## src/rtl/des_pkg.sv

```systemverilog
// DES round-engine shared package: S-boxes, E/P index tables, widths, FSM states.
// Table entries use DES 1-based bit numbering (bit 1 = MSB).
package des_pkg;

    localparam int DES_BLOCK_W  = 64;
    localparam int DES_HALF_W   = 32;
    localparam int DES_SUBKEY_W = 48;

    typedef enum logic [1:0] {
        IDLE = 2'd0,
        RUN  = 2'd1,
        DONE = 2'd2
    } state_t;

    localparam int unsigned E_TAB [48] = '{
        32,  1,  2,  3,  4,  5,  4,  5,  6,  7,  8,  9,
         8,  9, 10, 11, 12, 13, 12, 13, 14, 15, 16, 17,
        16, 17, 18, 19, 20, 21, 20, 21, 22, 23, 24, 25,
        24, 25, 26, 27, 28, 29, 28, 29, 30, 31, 32,  1
    };

    localparam int unsigned P_TAB [32] = '{
        16,  7, 20, 21, 29, 12, 28, 17,
         1, 15, 23, 26,  5, 18, 31, 10,
         2,  8, 24, 14, 32, 27,  3,  9,
        19, 13, 30,  6, 22, 11,  4, 25
    };

    // Indexed as [box][row*16 + column]
    localparam logic [3:0] SBOX [8][64] = '{
        '{14, 4,13, 1, 2,15,11, 8, 3,10, 6,12, 5, 9, 0, 7,
           0,15, 7, 4,14, 2,13, 1,10, 6,12,11, 9, 5, 3, 8,
           4, 1,14, 8,13, 6, 2,11,15,12, 9, 7, 3,10, 5, 0,
          15,12, 8, 2, 4, 9, 1, 7, 5,11, 3,14,10, 0, 6,13},
        '{15, 1, 8,14, 6,11, 3, 4, 9, 7, 2,13,12, 0, 5,10,
           3,13, 4, 7,15, 2, 8,14,12, 0, 1,10, 6, 9,11, 5,
           0,14, 7,11,10, 4,13, 1, 5, 8,12, 6, 9, 3, 2,15,
          13, 8,10, 1, 3,15, 4, 2,11, 6, 7,12, 0, 5,14, 9},
        '{10, 0, 9,14, 6, 3,15, 5, 1,13,12, 7,11, 4, 2, 8,
          13, 7, 0, 9, 3, 4, 6,10, 2, 8, 5,14,12,11,15, 1,
          13, 6, 4, 9, 8,15, 3, 0,11, 1, 2,12, 5,10,14, 7,
           1,10,13, 0, 6, 9, 8, 7, 4,15,14, 3,11, 5, 2,12},
        '{ 7,13,14, 3, 0, 6, 9,10, 1, 2, 8, 5,11,12, 4,15,
          13, 8,11, 5, 6,15, 0, 3, 4, 7, 2,12, 1,10,14, 9,
          10, 6, 9, 0,12,11, 7,13,15, 1, 3,14, 5, 2, 8, 4,
           3,15, 0, 6,10, 1,13, 8, 9, 4, 5,11,12, 7, 2,14},
        '{ 2,12, 4, 1, 7,10,11, 6, 8, 5, 3,15,13, 0,14, 9,
          14,11, 2,12, 4, 7,13, 1, 5, 0,15,10, 3, 9, 8, 6,
           4, 2, 1,11,10,13, 7, 8,15, 9,12, 5, 6, 3, 0,14,
          11, 8,12, 7, 1,14, 2,13, 6,15, 0, 9,10, 4, 5, 3},
        '{12, 1,10,15, 9, 2, 6, 8, 0,13, 3, 4,14, 7, 5,11,
          10,15, 4, 2, 7,12, 9, 5, 6, 1,13,14, 0,11, 3, 8,
           9,14,15, 5, 2, 8,12, 3, 7, 0, 4,10, 1,13,11, 6,
           4, 3, 2,12, 9, 5,15,10,11,14, 1, 7, 6, 0, 8,13},
        '{ 4,11, 2,14,15, 0, 8,13, 3,12, 9, 7, 5,10, 6, 1,
          13, 0,11, 7, 4, 9, 1,10,14, 3, 5,12, 2,15, 8, 6,
           1, 4,11,13,12, 3, 7,14,10,15, 6, 8, 0, 5, 9, 2,
           6,11,13, 8, 1, 4,10, 7, 9, 5, 0,15,14, 2, 3,12},
        '{13, 2, 8, 4, 6,15,11, 1,10, 9, 3,14, 5, 0,12, 7,
           1,15,13, 8,10, 3, 7, 4,12, 5, 6,11, 0,14, 9, 2,
           7,11, 4, 1, 9,12,14, 2, 0, 6,10,13,15, 3, 5, 8,
           2, 1,14, 7, 4,10, 8,13,15,12, 9, 0, 3, 5, 6,11}
    };

endpackage

```

## src/rtl/des_f_function.sv

```systemverilog
// DES Feistel function f(R,K): E-expansion, key mix, S1..S8, P permutation.
// Purely combinational; vector bit 31/47 is DES bit 1.
module des_f_function
    import des_pkg::*;
(
    input  logic [DES_HALF_W-1:0]   i_r,
    input  logic [DES_SUBKEY_W-1:0] i_k,
    output logic [DES_HALF_W-1:0]   o_f
);

    logic [DES_SUBKEY_W-1:0] w_e;
    logic [DES_SUBKEY_W-1:0] w_x;
    logic [DES_HALF_W-1:0]   w_s;

    for (genvar i = 0; i < DES_SUBKEY_W; i++) begin : g_e
        assign w_e[DES_SUBKEY_W-1-i] = i_r[DES_HALF_W-E_TAB[i]];
    end

    assign w_x = w_e ^ i_k;

    // Row = outer bits of each 6-bit group, column = inner four
    for (genvar j = 0; j < 8; j++) begin : g_s
        logic [5:0] w_b;
        assign w_b = w_x[47-6*j -: 6];
        assign w_s[31-4*j -: 4] = SBOX[j][{w_b[5], w_b[0], w_b[4:1]}];
    end

    for (genvar i = 0; i < DES_HALF_W; i++) begin : g_p
        assign o_f[DES_HALF_W-1-i] = w_s[DES_HALF_W-P_TAB[i]];
    end

endmodule

```

## src/rtl/des_round_engine.sv

```systemverilog
// Iterative DES round engine: one Feistel round per clock, emits R16||L16.
// Optional `DES_ROUND_ABORT_EN adds an abort input that drops the current block.
module des_round_engine
    import des_pkg::*;
#(
    parameter int NUM_ROUNDS = 16,
    parameter int RIDX_W     = 4
)
(
    input  logic                    clk,
    input  logic                    rst_n,
    input  logic                    in_valid,
    output logic                    in_ready,
    input  logic [DES_BLOCK_W-1:0]  block_in,
    input  logic                    decrypt,
`ifdef DES_ROUND_ABORT_EN
    input  logic                    abort,
`endif
    output logic [RIDX_W-1:0]       round_idx,
    input  logic [DES_SUBKEY_W-1:0] subkey_in,
    output logic                    out_valid,
    input  logic                    out_ready,
    output logic [DES_BLOCK_W-1:0]  block_out
);

    localparam logic [RIDX_W-1:0] LAST = RIDX_W'(NUM_ROUNDS - 1);

    state_t                r_state;
    state_t                w_state_nxt;
    logic [DES_HALF_W-1:0] r_l;
    logic [DES_HALF_W-1:0] r_r;
    logic [DES_HALF_W-1:0] w_f;
    logic [RIDX_W-1:0]     r_cnt;
    logic                  r_dec;
    logic                  w_abort;
    logic                  w_load;
    logic                  w_round;
    logic                  w_clear;

`ifdef DES_ROUND_ABORT_EN
    assign w_abort = abort && (r_state != IDLE);
`else
    assign w_abort = 1'b0;
`endif

    des_f_function u_f (
        .i_r (r_r),
        .i_k (subkey_in),
        .o_f (w_f)
    );

    always_comb begin
        w_state_nxt = r_state;
        w_load      = 1'b0;
        w_round     = 1'b0;
        w_clear     = 1'b0;
        unique case (r_state)
            IDLE: begin
                if (in_valid) begin
                    w_load      = 1'b1;
                    w_state_nxt = RUN;
                end
            end
            RUN: begin
                w_round = 1'b1;
                if (r_cnt == LAST) w_state_nxt = DONE;
            end
            DONE: begin
                if (out_ready) w_state_nxt = IDLE;
            end
            default: w_state_nxt = IDLE;
        endcase
        // Abort overrides both handshakes
        if (w_abort) begin
            w_state_nxt = IDLE;
            w_load      = 1'b0;
            w_round     = 1'b0;
            w_clear     = 1'b1;
        end
    end

    always_ff @(posedge clk or negedge rst_n) begin
        if (!rst_n) begin
            r_state <= IDLE;
            r_l     <= '0;
            r_r     <= '0;
            r_cnt   <= '0;
            r_dec   <= 1'b0;
        end else begin
            r_state <= w_state_nxt;
            if (w_clear) begin
                r_l   <= '0;
                r_r   <= '0;
                r_cnt <= '0;
            end else if (w_load) begin
                r_l   <= block_in[DES_BLOCK_W-1:DES_HALF_W];
                r_r   <= block_in[DES_HALF_W-1:0];
                r_dec <= decrypt;
                r_cnt <= '0;
            end else if (w_round) begin
                r_l <= r_r;
                r_r <= r_l ^ w_f;
                if (r_cnt != LAST) r_cnt <= r_cnt + 1'b1;
            end
        end
    end

    assign in_ready  = (r_state == IDLE);
    assign out_valid = (r_state == DONE);
    assign round_idx = (r_state != RUN) ? '0 :
                       r_dec ? (LAST - r_cnt) : r_cnt;
    // Final swap: straight from the half registers
    assign block_out = {r_r, r_l};

endmodule

```

## config.mk

```make
export PLATFORM = sky130hd
export DESIGN_NAME = des_round_engine
export DESIGN_NICKNAME = d
export VERILOG_FILES = /design/src/rtl/des_pkg.sv /design/src/rtl/des_f_function.sv /design/src/rtl/des_round_engine.sv
export SDC_FILE = /design/constraint.sdc
export NUM_CORES = 1
export LEC_CHECK = 0
export CAP_MARGIN = 20
export CORE_MARGIN = 5
export CORE_UTILIZATION = 55
export CTS_CLUSTER_SIZE = 20
export DETAILED_ROUTE_END_ITERATION = 16
export PLACE_DENSITY = 0.93
export SYNTH_ARGS = -nofsm -noshare
export SYNTH_HDL_FRONTEND = slang
export SYNTH_HIERARCHICAL = 1
export SYNTH_SLANG_ARGS = --single-unit
```

## constraint.sdc

```tcl
create_clock -name clk -period 4.36 [get_ports clk]
set_input_delay 1.308 -clock clk [delete_from_list [all_inputs] [get_ports clk]]
set_output_delay 1.308 -clock clk [all_outputs]
set_load 0.01 [all_outputs]
```

==> metrics <==
Pleak 4.40 nW; non-filler instance count after layout 1484; Row Count 45; internal power 5.28 mW; Final Core Density 72.6%; slowest CP cell ha_1; Final Cell Area 11000 um2; status completed; All-Layer GR Usage 32.4%; VDD IR max 575 uV; Largest stage delay, worst path 0.46 ns; worst hold slack 0.532 ns; port bufs 186; die width 134 um; H-tree levels 3; final setup fails 0; via/cell ratio 6.48; Rel. slew slack 26.6%; Die H 134 um; Detailed Routing Iterations Pass 1 6; register area share after synthesis 20.9%; critical path buffer and inverter count 1; first-pass GRT wire length 47.5 mm; final hold violations 0; Primary FF master, synth dfrtp_1; register share of total power 15.2%; initial antenna violation count 1; endpoint type of the worst setup path flip-flop; Crit Path Class primary input to flip-flop; per-cell routed wire length 20.3 um; estimated wirelength of the detail-placed design 22.1 mm; delay-heaviest family, CP XOR/XNOR gates; combinational power share 77.3%; switching portion of total power 52.4%; total setup buffers inserted after CTS 0; Skew-Pair Late Insertion Delay 0.35 ns; Fin Setup TNS 0 ns; Slew Viols, Final 0; Critical Path RT 4.63 ns; RSZ-0062 raised after global routing false; CTS Sinks 71; clock share of power 7.5%; post_cts resized 0; largest fanout on the critical path 10; switching power total 5.82 mW; routed via count 9614; Cell Area, Synth 8490 um2; Total Die Area 18000 um2; Tmin final 3.82 ns; MaxCap Viol Count 0; number of global-route vias before repair 8967; actual slew at the worst max-slew pin 1.09 ns; Yosys reg bits 71; drt total wl 30.1 mm; most used cell, CP nor2_1; layout cells sized above 1 7.72%; drt drc 0; Worst setup SP type primary input; syn_nets 1289; Hold WC Path Type flip-flop to flip-flop; FMAX 262 MHz; Final period util 87.6%; area grow syn2layout 29.9%; total CTS buffers 9; Yosys cell types 69; GPL Wtd Cong 1.02; pwr dens 1010 nW/um2; Nets 1472; CTS max path bufs 2; Placed Cells 1468; async set-reset flop share out of synthesis 100%; setup skew after layout 0.00495 ns; pin count of the biggest net entering global routing 72; root buffer cell clkbuf_16; Post-DP Area 10700 um2; Initial Util 55.9%; grt total ovfl 0; Ys Warns 6; critical path, cell by cell clkdlybuf4s50_1, xnor2_1, ha_1, nor2_1, a211oi_1, o21ai_0, o31ai_1, mux2i_1, xor2_1, nor2_1, o2bb2ai_1; n_diodes 0; # IOs 187; synthesized area per cell 7.66 um2; Crit path arrival time 4.09 ns; antenna viol nets, final 0; Post-synth EDFFs 0; clock-pin slew on the worst setup and hold paths 0.06 ns; 1st-iter DRT viols 879; Core Area 15200 um2; Hold Buf Count CTS 0; cells after synthesis 1109; flop2flop setup slack 1.40 ns; CTS tree done
[worst min-delay path, cell delays in order (launching register included)]
cell,delay (ns)
dfrtp_1,0.38
nand2_1,0.06
o21ai_0,0.06
[cell families (layout without fill, tap and decap cells)]
logic type / after synthesis / in the layout / share of synthesized area, %
compound gates: 427 / 427 / 32.6
simple gates: 313 / 313 / 15.5
xor+xnor: 127 / 127 / 14.3
buf+inv: 92 / 279 / 4.80
flops: 71 / 71 / 20.9
fa+ha+maj: 63 / 63 / 9.28
mux: 16 / 16 / 2.64
[cell usage after synthesis (all sizes together) (6+ instances only)]
cell type	instances	area, um2
a2111oi	8	70.1
clkbuf	30	113
o311ai	7	61.3
nand3	15	75.1
a211oi	28	210
nor2	129	487
a22oi	35	263
a31oi	17	106
a311oi	6	52.6
o211ai	21	158
dfrtp	71	1780
ha	63	788
inv	21	78.8
o21ai	140	701
a21oi	73	365
o2111ai	10	87.6
xnor2	57	578
buf	40	213
xor2	70	636
nand2	113	424
nor3	30	150
o22ai	8	50.1
o2bb2ai	33	289
mux2i	10	100
[sequential cells by signal, summed over array words and instances, names as in the netlist]
signal	cells
r_dec	1
r_l	32
r_r	32
r_cnt	4
r_state	2
[power by group through the flow]
stage,clock network (mW),registers (mW),logic (mW)
3_3_place_gp,0,1.66,8.25
2_1_floorplan,0,1.59,5.71
6_report,0.836,1.68,8.58
5_1_grt,0.865,1.73,9.40
3_5_place_dp,0,1.67,8.37
4_1_cts,0.841,1.67,8.42
[routing by layer]
metal	routed length, um	share of wire (%)	global-route usage, %
met3	2840	9.4	6.71
met5	13	0.043	0
met4	803	2.7	9.67
met2	14600	48	55.6
met1	11900	39	41.1
[area by class of cell]
| type | instances | area [um2] |
|---|---|---|
| clock buffer | 12 | 267 |
| fill | 1205 | 4170 |
| tap | 188 | 235 |
| inverter | 22 | 82.6 |
| clock inverter | 3 | 65.1 |
| sequential | 71 | 1780 |
| multi-input combinational | 946 | 6320 |
| timing repair buffer | 242 | 2280 |
[path summary, 6_finish.rpt]
path,startpoint,endpoint,cells past startpoint
setup / recovery,subkey_in[14],r_r[3]$_DFFE_PN0P_,11
hold / removal,r_l[12]$_DFFE_PN0P_,r_l[12]$_DFFE_PN0P_,2
setup reg to reg,r_r[20]$_DFFE_PN0P_,r_r[8]$_DFFE_PN0P_,10
hold reg to reg,r_l[12]$_DFFE_PN0P_,r_l[12]$_DFFE_PN0P_,2
max in group asynchronous,rst_n,r_r[6]$_DFFE_PN0P_,1
min in group asynchronous,rst_n,r_l[28]$_DFFE_PN0P_,1
[placed cells by master, fill, tap and decap left out, types with 15 or more instances in the layout]
| cell type | netlist | layout |
|---|---|---|
| clkdlybuf4s50_1 | 0 | 185 |
| nor2_1 | 128 | 128 |
| o21ai_0 | 123 | 123 |
| nand2_1 | 113 | 113 |
| a21oi_1 | 73 | 73 |
| dfrtp_1 | 71 | 71 |
| xor2_1 | 67 | 67 |
| ha_1 | 63 | 63 |
| buf_4 | 3 | 57 |
| xnor2_1 | 48 | 48 |
| a22oi_1 | 35 | 35 |
| o2bb2ai_1 | 33 | 33 |
| nor3_1 | 30 | 30 |
| a211oi_1 | 28 | 28 |
| o211ai_1 | 21 | 21 |
| o21ai_1 | 17 | 17 |
| inv_1 | 17 | 17 |
| a31oi_1 | 17 | 17 |
| nand3_1 | 15 | 15 |
[stage by stage]
stage / setup slack (ns) / power, mW
after floorplan: 0.833 / 7.30
after global placement: 0.222 / 9.91
after detailed placement: 0.286 / 10.0
after CTS: 0.613 / 10.9
after global routing: 0.303 / 12.0
final: 0.541 / 11.1
Power figures use the tool's default switching activity.
